`src/rtl/instr_loader.sv`:
```
// Boot-time program loader. It takes a length-prefixed, big-endian byte stream
// and writes the words to consecutive instruction-memory addresses starting
// at 0. The CPU is held stalled for the whole session.
module instr_loader #(
  parameter int ADDR_W    = 11,
  parameter int DATA_W    = 16,
  parameter int MAX_WORDS = 2048
) (
  input  logic              clk,
  input  logic              rst,
  input  logic              start,
  input  logic              byte_valid,
  input  logic [7:0]        byte_data,
  output logic              byte_ready,
  output logic              mem_en_write,
  output logic [ADDR_W-1:0] mem_addr,
  output logic [DATA_W-1:0] mem_data,
  output logic              cpu_hold,
  output logic              done,
  output logic              err,
  output logic [ADDR_W:0]   word_count
);

  localparam logic [2:0] S_IDLE   = 3'd0;
  localparam logic [2:0] S_LEN_HI = 3'd1;
  localparam logic [2:0] S_LEN_LO = 3'd2;
  localparam logic [2:0] S_DAT_HI = 3'd3;
  localparam logic [2:0] S_DAT_LO = 3'd4;
  localparam logic [2:0] S_WRITE  = 3'd5;
  localparam logic [2:0] S_DONE   = 3'd6;
  localparam logic [2:0] S_ERR    = 3'd7;

  logic [2:0]    state;
  logic [15:0]   len;
  logic [7:0]    hi;
  logic          accept;
  logic [15:0]   len_rx;
  logic [ADDR_W:0] wc_inc;

  // Every output is a decode of the registered state, so nothing on the byte
  // inputs can reach the memory write strobe combinationally.
  assign byte_ready   = (state == S_LEN_HI) || (state == S_LEN_LO) ||
                        (state == S_DAT_HI) || (state == S_DAT_LO);
  assign mem_en_write = (state == S_WRITE);
  assign done         = (state == S_DONE);
  assign cpu_hold     = (state != S_IDLE);

  assign accept = byte_valid && byte_ready;
  // Full length as it will look once the low byte is latched.
  assign len_rx = {len[15:8], byte_data};
  // Counting is done on the wider word_count so len == MAX_WORDS terminates
  // without relying on the address register.
  assign wc_inc = word_count + 1'b1;

  // Loader FSM plus the datapath registers it steers.
  always_ff @(posedge clk) begin
    if (rst) begin
      state      <= S_IDLE;
      len        <= '0;
      hi         <= '0;
      mem_addr   <= '0;
      mem_data   <= '0;
      word_count <= '0;
      err        <= 1'b0;
    end else begin
      case (state)
        S_IDLE: begin
          if (start) begin
            state      <= S_LEN_HI;
            err        <= 1'b0;
            word_count <= '0;
            mem_addr   <= '0;
          end
        end
        S_LEN_HI: begin
          if (accept) begin
            len[15:8] <= byte_data;
            state     <= S_LEN_LO;
          end
        end
        S_LEN_LO: begin
          if (accept) begin
            len[7:0] <= byte_data;
            if (len_rx == 16'd0 || len_rx > 16'(MAX_WORDS)) begin
              state <= S_ERR;
              err   <= 1'b1;
            end else begin
              state <= S_DAT_HI;
            end
          end
        end
        S_DAT_HI: begin
          if (accept) begin
            hi    <= byte_data;
            state <= S_DAT_LO;
          end
        end
        S_DAT_LO: begin
          if (accept) begin
            mem_data <= DATA_W'({hi, byte_data});
            state    <= S_WRITE;
          end
        end
        S_WRITE: begin
          word_count <= wc_inc;
          // Saturate rather than wrap after the top address is written.
          if (mem_addr != '1) mem_addr <= mem_addr + 1'b1;
          if (16'(wc_inc) == len) state <= S_DONE;
          else                    state <= S_DAT_HI;
        end
        S_DONE:  state <= S_IDLE;
        S_ERR:   state <= S_IDLE;
        default: state <= S_IDLE;
      endcase
    end
  end

endmodule

```
`config.mk`:
```
export PLATFORM = sky130hd
export DESIGN_NAME = instr_loader
export DESIGN_NICKNAME = d
export VERILOG_FILES = /design/src/rtl/instr_loader.sv
export SDC_FILE = /design/constraint.sdc
export NUM_CORES = 1
export LEC_CHECK = 0
export ABC_AREA = 1
export ABC_CLOCK_PERIOD_IN_PS = 2150
export BUFFER_PORTS_ARGS = -buffer_cell sky130_fd_sc_hd__buf_2
export CORE_MARGIN = 4
export CORE_UTILIZATION = 55
export CTS_CLUSTER_DIAMETER = 80
export CTS_CLUSTER_SIZE = 28
export DETAILED_ROUTE_END_ITERATION = 16
export PLACE_DENSITY = 0.81
export SETUP_SLACK_MARGIN = 0.02
export SLEW_MARGIN = 40
export SYNTH_ARGS = -nofsm -noshare
export SYNTH_HDL_FRONTEND = slang
export SYNTH_SLANG_ARGS = --single-unit
```
`constraint.sdc`:
```
create_clock -name clk -period 2.15 [get_ports clk]
set_input_delay 0.43 -clock clk [delete_from_list [all_inputs] [get_ports clk]]
set_output_delay 0.43 -clock clk [all_outputs]
set_load 0.02 [all_outputs]
```
## Word-level counts from Yosys, hierarchy flattened

Cells that the tools add are included.

| word-level totals | value |
|---|---|
| register bits after elaboration | 67 |
| bits in latches | 0 |
| RAM bits | 0 |
| memory bits (read-only) | 0 |
| input bits | 12 |
| output and inout port bits | 44 |
| logic and storage cells | 63 |
| memories | 0 |

| operators by class | value |
|---|---|
| add/sub/neg operators | 2 |
| multipliers | 0 |
| divide/modulo/power cells | 0 |
| $lt $le $gt $ge | 1 |
| equality and inequality tests | 16 |
| shift-type cells | 0 |
| muxes and demuxes | 17 |
| bitwise logic cells | 0 |
| reductions and logical operators | 19 |

Operators with widths:

| operator | count |
|---|---|
| one-hot mux 12 bit (2 select lines) | 1 |
| 2-to-1 mux 11 bit | 2 |
| one-hot mux 11 bit (2 select lines) | 1 |
| 2-to-1 mux 3 bit | 7 |
| one-hot mux 3 bit (7 select lines) | 1 |
| equality test 12 x 16 -> 1 bit | 1 |
| > comparator 16 x 12 -> 1 bit, second input constant | 1 |
| zero test 16 bit | 1 |
| adder 12 x 1 -> 12 bit, second input constant | 1 |
| equality test 3 bit, second input constant | 4 |
| 2-to-1 mux 12 bit | 1 |
| adder 11 x 1 -> 11 bit, second input constant | 1 |
| != test 11 bit, second input constant | 1 |
| != test 2 bit, second input constant | 5 |
| AND reduction 2 bit | 5 |
| equality test 3 x 2 -> 1 bit, second input constant | 2 |
| AND reduction 5 bit | 1 |
| logical OR 1 bit | 4 |
| != test 2 x 1 -> 1 bit, second input constant | 2 |
| AND reduction 4 bit | 1 |
| nonzero test 2 bit | 2 |
| equality test 3 x 1 -> 1 bit, second input constant | 1 |
| zero test 3 bit | 1 |
| 2-to-1 mux 1 bit | 3 |
| 5 further kinds | 5 |

## Longest topological paths before layout

Gate-level depths: netlist (run 1).

| logic depth | value |
|---|---|
| word-level depth | 7 |
| gate-level depth with buffers | 15 |
| depth with buffers taken out | 15 |

## Worst setup path before layout (run 1)

Ideal clock, no wire load.

| timing path | value |
|---|---|
| path type | reg2reg |
| start point | reg word_count[0] |
| end point | reg state[2] |
| library setup time | 67 ps |
| data arrival time | 1,710 ps |
| data required time | 2,083 ps |
| setup slack | 373 ps |
| cell stages (with the launch flop) | 13 |
| buffers on the path | 0 |
| period minus slack after synthesis | 1,777 ps |
| cells stage by stage | dfxtp_1 ha_1 nand2_1 nor2_1 nand2_1 xnor3_1 inv_1 nand2_1 nor2_2 nand3_1 nand2_1 nand2_1 a21oi_2 |

| on the way | value |
|---|---|
| cells in the longest elaborated chain, start to end | 4 |

Ends and longest elaborated chain:

| element | line | text |
|---|---|---|
| start: declaration | 21 | `output logic [ADDR_W:0] word_count` |
| start signal: assignment | 105 | `word_count <= wc_inc;` |
| adder 12 x 1 -> 12 bit | 53 | `assign wc_inc = word_count + 1'b1;` |
| equality test 12 x 16 -> 1 bit | 108 | `if (16'(wc_inc) == len) state <= S_DONE;` |
| 2-to-1 mux 3 bit | 108 |  |
| one-hot mux 3 bit (7 select lines) | 66 | `case (state)` |
| end signal: assignment | 69 | `state <= S_LEN_HI;` |
| end signal: assignment | 108 |  |
| end signal: assignment | 109 | `else state <= S_DAT_HI;` |
| end: declaration | 33 | `logic [2:0] state;` |

Every way passes these cells.
A chain may end at the register's enable or synchronous reset.

## Final worst setup path (run 1)

| timing path | value |
|---|---|
| start point | reg state[2] |
| end point | out byte_ready |

| on the way | value |
|---|---|
| cells in the longest elaborated chain, start to end | 4 |
| elaborated cells on any way between the ends | 7 |
| classes of those cells | eq/ne (4); reduce/logical (3) |

Ends and longest elaborated chain:

| element | line | text |
|---|---|---|
| start signal: assignment | 58 | `state <= S_IDLE;` |
| start signal: assignment | 69 |  |
| start signal: assignment | 78 | `state <= S_LEN_LO;` |
| equality test 3 x 1 -> 1 bit / equality test 3 x 2 -> 1 bit (equally long branches) | 42 | `assign byte_ready = (state == S_LEN_HI) \|\| (state == S_LEN_LO) \|\|` |
| logical OR 1 bit (2 in series) | 42 |  |
| logical OR 1 bit (*) | 43 | `(state == S_DAT_HI) \|\| (state == S_DAT_LO);` |
| end: declaration | 14 | `output logic byte_ready,` |

Every way passes the cells marked *; elsewhere a longest branch is shown, timed or not.

==> qor.csv, run 1 <==
metric,value,unit
insertion_delay,0.34,ns
final_cell_area,3850,um^2
cts_buffer_depth,2,
finalSetupTns,0,ns
cts_hold_buffers,0,
tightest_slew,0.510,ns
hold_end,mem_data[1],
cts_sinks,67,
irDropWorstVdd,0.000506,V
min_period,2.04,ns
grt_antenna_before_repair,0,
ys_warn_count,0,
ys_seq_area_share,40.4,%
area_growth,16.1,%
wl_per_cell,12.9,um
vias,3346,
hold_ws,0.394,ns
postSynthCellCount,488,
grt_max_degree,41,
max_freq,489,MHz
arrival,1.61,ns
core_area,5890,um^2
leakagePower,0.00161,uW
ios,56,
cts_tree,built,
first_pass_iters,4,
nNetsFinal,560,
switching_share,39.6,%
vias_per_cell,5.35,
rsz0062_at_grt,no,
cts_buffers,9,
p_clk_share,26.4,%
die_h,85.7,um
avgSynthCellArea,6.80,um^2
r2r_end,state[2],
final-hold-violation-count,0,
synth.cell_area,3320,um^2
drc_errors,0,
setup_viol,0,
timing.max_cap.violations,0,
grt_use_total,22.7,%
period_share,95.1,%
power_frac_seq,42.6,%
slew_viol_final,0,
antennaDiodeCount,0,
r2r_start,word_count[0],
ant_nets,0,
htreeDepth,3,
cellPowerDensity,909,nW/um^2
root_buffer,clkbuf_8,
start_kind,flip-flop,
p_sw,1390,uW
synth_cell_types,32,
drt_first_iter_violations,156,
synth_fp_nets,502,
endpoint_kind,primary output,
max_slew_margin,65.9,%
grt_pass1_wl,13600,um
port_buffers,55,
placedCellCount,608,
place.gp.congestion,0.815,
internal-power,2120,uW
grt_pass1_vias,3077,
place_area,3670,um^2
rows,28,
clk_pin_slew_worst_paths,0.07,ns
start_util,56.4,%
critical_path_class,flip-flop to primary output,
overflow,0,
skew,0.00897,ns
hpwl,5850,um
p_comb_share,31.1,%
dieArea,7340,um^2
total_power,3500,uW
critical_path_required,1.72,ns
die_w,85.7,um
hold_class,primary input to flip-flop,
final_cells,626,
hold_path_depth,3,
r2r_setup_slack,0.32,ns
min_from,byte_data[1],
outcome,finished clean,
wirelength,8060,um
drive_above_1_share,19.2,%
synth_seq_cells,67,
r2r_cells,13,
crit_fanout,11,
==> synth_stat cells, drive strengths merged <==
cell type	number	area [um^2]
a211oi	2	15.0
buf	4	18.8
ha	2	25.0
dfxtp	67	1340
xnor3	1	22.5
nor2	37	200
xnor2	1	8.76
o21ai	25	125
a31oi	1	6.26
nor4	3	18.8
xor2	2	17.5
nand4	5	31.3
nand3	56	285
nor3	12	91.3
inv	68	258
o21a	1	7.51
clkbuf	12	45.0
nand2	126	483
a21oi	63	319
==> registers in the layout, summed over array words and instances, names as in the netlist <==
signal and count:
word_count 12, mem_data 16, state 3, hi 8, mem_addr 11, len 16
err 1
==> through the flow <==
| step | util (%) | worst slack (ns) |
|---|---|---|
| after floorplan | - | 0.373 |
| after global placement | 62.4 | 0.416 |
| after detailed placement | 62.4 | 0.339 |
| after CTS | 65.2 | 0.0698 |
| after global routing | 65.5 | 0.0320 |
| final | 65.5 | 0.105 |
==> final cells by class <==
type	instances	area, um^2
clock buffers	10	128
clock inverters	6	41.3
fillers	541	2030
inverters	68	258
multi-input cells	337	1660
flip-flops and latches	67	1340
well taps	75	93.8
repair buffers	63	335
==> worst max-delay path: stages, from the launching register on <==
cell and delay, ns:
dfxtp_1 0.47, inv_2 0.14, nor2_4 0.25, inv_1 0.09
nand4_1 0.13, buf_2 0.19
==> logic make-up (layout without fill, tap and decap cells) <==
logic type	count (synthesis)	in the layout	share of synthesized area (%)
and+or+nand+nor	239	239	33.4
AOI/OAI and AO/OA	92	92	14.2
buffers and inverters	84	147	9.69
DFF	67	67	40.4
xor gates and xnor gates	4	4	1.47
adders and majority gates	2	2	0.754
==> how the worst max path moves through the flow <==
| stage | end | depth (start not counted) | from | slack, ns |
|---|---|---|---|---|
| 5_1_grt | byte_ready | 5 | state[2] | 0.03 |
| 4_1_cts | byte_ready | 5 | state[0] | 0.07 |
| 3_3_place_gp | state[2] | 13 | word_count[0] | 0.42 |
| 2_1_floorplan | state[2] | 12 | word_count[0] | 0.37 |
| 6_report | byte_ready | 5 | state[2] | 0.11 |
| 3_5_place_dp | state[2] | 13 | word_count[0] | 0.34 |
==> cell usage in the layout, fill, tap and decap left out, types with 2 or more instances in the layout <==
master	instances
nor3_2	4
clkinv_2	2
inv_2	6
nor3_1	7
a21oi_1	62
ha_1	2
dfxtp_1	66
xor2_1	2
buf_4	8
clkbuf_8	9
o21ai_0	21
buf_2	55
nor4_1	3
nor2_1	26
clkinvlp_4	3
nand4_1	5
nand3_1	55
inv_1	61
a211oi_1	2
nand2_1	124
nor2_4	4
o21ai_1	4
nor2_2	6
==> power by group through the flow <==
stage,registers [uW],clock network (uW),logic [uW]
after global routing,1500,991,1210
after detailed placement,1510,0,1070
after CTS,1480,931,1070
after floorplan,1510,0,793
final,1490,924,1090
after global placement,1510,0,1040
==> what timing repair did <==
item | 4_1_cts | 5_1_grt
buffers inserted | 0 | 2
gates resized for setup | 0 | 1
setup endpoints to repair | 0 | 1
==> per-layer routing <==
metal | vias to the layer above | global-route usage, % | share of wire [%]
li1 | 1697 | - | -
met1 | 1541 | 29.2 | 45
met2 | 97 | 38.0 | 47
met3 | 11 | 4.80 | 6.3
met4 | 0 | 6.91 | 1.1
met5 | - | 0 | 0
Note: power is estimated with default switching activity, not from simulation.
==> inputs of run 2 (changes only) <==
--- a/config.mk
+++ b/config.mk
@@ -8,6 +8,7 @@
 export ABC_AREA = 1
 export ABC_CLOCK_PERIOD_IN_PS = 2150
 export BUFFER_PORTS_ARGS = -buffer_cell sky130_fd_sc_hd__buf_2
+export CORE_ASPECT_RATIO = 1.1
 export CORE_MARGIN = 4
 export CORE_UTILIZATION = 55
 export CTS_CLUSTER_DIAMETER = 80
==> run 2 against run 1 <==
Effect of this change:
- die area barely moved
- combinational power about the same
- cell area increased by 2.1%
- final cell count unchanged
- register-to-register slack lost 0.02 ns
- count of clock-buffer cells in the layout is the same
- critical path depth unchanged
- utilization rose by 2.3 points
- sequential power about the same
- non-clock buffer count decreased by 2
- critical endpoint unchanged
- highest routed layer unchanged
==> qor.csv, run 2 (synthesis gave the netlist of run 1 again) <==
metric,value,unit,change
outcome,finished clean,,
setup_viol,0,,unchanged
crit_top_cell,inv_1,,
ant_nets,0,,unchanged
die_w,82.1,um,-4.2%
r2r_start,word_count[0],,
cts_sinks,67,,unchanged
power_frac_seq,37.7,%,-4.9 points
die_h,89.5,um,+4.4%
cts_buffers,9,,unchanged
switching_share,34.6,%,-5.0 points
min_period,1.97,ns,-0.0734 ns
min_from,byte_data[1],,
slew_viol_final,0,,unchanged
first_pass_iters,5,,+1
p_sw,1370,uW,-1.5%
final_cell_mix,"124 x nand2_1, 67 x dfxtp_1, 62 x a21oi_1",,
cts_resized,0,,unchanged
endpoint_kind,primary output,,
cp_slowest_cell,dfxtp_1,,
cp-startpoint,state[1],,
grt_use_total,23.9,%,+1.3 points
hpwl,5840,um,-0.23%
rows,29,,+3.6%
rsz0062_at_grt,no,,
htreeDepth,3,,unchanged
cts_hold_buffers,0,,unchanged
wl_per_cell,12.9,um,+0.50%
clk_pin_slew_worst_paths,0.07,ns,about the same
irDropWorstVdd,0.000569,V,+12%
p_comb_share,27.4,%,-3.7 points
cts_buffer_depth,2,,unchanged
period_share,91.7,%,-3.4 points
total_power,3950,uW,+13%
vias_per_cell,5.34,,about the same
overflow,0,,unchanged
drt_first_iter_violations,206,,+32%
path_buf_inv,3,,unchanged
start_util,57.2,%,+0.78 points
grt_antenna_before_repair,0,,unchanged
root_buffer,clkbuf_8,,
timing.max_cap.violations,0,,unchanged
antennaDiodeCount,0,,unchanged
start_kind,flip-flop,,
arrival,1.54,ns,-0.07 ns
place.gp.congestion,0.905,,+11%
critical_path_class,flip-flop to primary output,,
post_cts_buffers,0,,unchanged
vias,3344,,-0.060%
wirelength,8100,um,+0.50%
grt_pass1_wl,13800,um,+1.4%
ios,56,,unchanged
skew,0.00522,ns,-0.00375 ns
cts_tree,built,,
tightest_slew,0.532,ns,+0.0219 ns
finalSetupTns,0,ns,unchanged
grt_pass1_vias,3188,,+3.6%
critical_path_required,1.72,ns,about the same
p_clk_share,34.9,%,+8.5 points
max_slew_margin,64.4,%,-1.5 points
crit_fanout,4,,-7
hold_ws,0.386,ns,-0.00820 ns
dieArea,7340,um^2,about the same
leakagePower,0.00165,uW,+2.5%
crit_family,buffers and inverters,,
drive_above_1_share,18.8,%,-0.48 points
area_growth,18.6,%,
final-hold-violation-count,0,,unchanged
path_cells,inv_1 -> nor3_2 -> inv_1 -> nand4_1 -> buf_2,,
grt_max_degree,41,,unchanged
slowest_delay,0.38,ns,-0.09 ns
max_freq,507,MHz,+3.7%
final_common_cell,nand2_1,,
drc_errors,0,,unchanged
hold_class,primary input to flip-flop,,
port_buffers,55,,unchanged
largestRegisters,"len x16, mem_data x16, word_count x12",,
core_area,5810,um^2,-1.4%
cellPowerDensity,1000,nW/um^2,+10%
insertion_delay,0.34,ns,about the same
nNetsFinal,558,,-0.36%
internal-power,2580,uW,+22%
-- run 2: final cells by class --
type	instances	area, um^2
Multi-Input combinational cell	337	1660
Tap cell	77	96.3
Fill cell	520	1870
Clock inverter	6	138
Inverter	68	258
Timing Repair Buffer	61	320
Clock buffer	10	128
Sequential cell	67	1340
-- run 2: routing by layer --
layer	global-route usage [%]	share of wire (%)
met4	10.6	1.9
met3	4.03	5.1
met1	29.2	43
met2	41.2	50
met5	0	0
-- run 2: worst paths after layout --
kind / end / slack, ns / cells after the start
worst max register to register: state[2] / 0.30 / 13
worst min register to register: err / 0.46 / 2
worst min-delay path: mem_data[1] / 0.39 / 3
worst max-delay path: byte_ready / 0.18 / 5
-- run 2: worst reg2reg max path: cells and delay by family (launching register included) --
kind | cells | cell delay, ns
AND/OR/NAND/NOR | 10 | 0.84
flip-flops | 1 | 0.42
AO/OA/AOI/OAI | 2 | 0.29
adder cells (fa/ha/maj) | 1 | 0.23
-- run 2: power groups by stage --
stage	logic [uW]	clock network [uW]	registers, uW
floorplan	793	0	1510
global placement	1040	0	1510
detailed placement	1070	0	1510
CTS	1080	1390	1490
global route	1230	1440	1510
finish	1080	1380	1490
-- run 2: per-stage QoR --
step	utilization [%]	worst slack, ns	cells	area (um^2)
5_1_grt	67.8	0.0361	626	3940
6_report	67.8	0.178	626	3940
3_5_place_dp	63.1	0.348	609	3660
4_1_cts	67.7	0.0595	625	3930
3_3_place_gp	63.1	0.438	609	3660
2_1_floorplan	-	0.373	488	3320
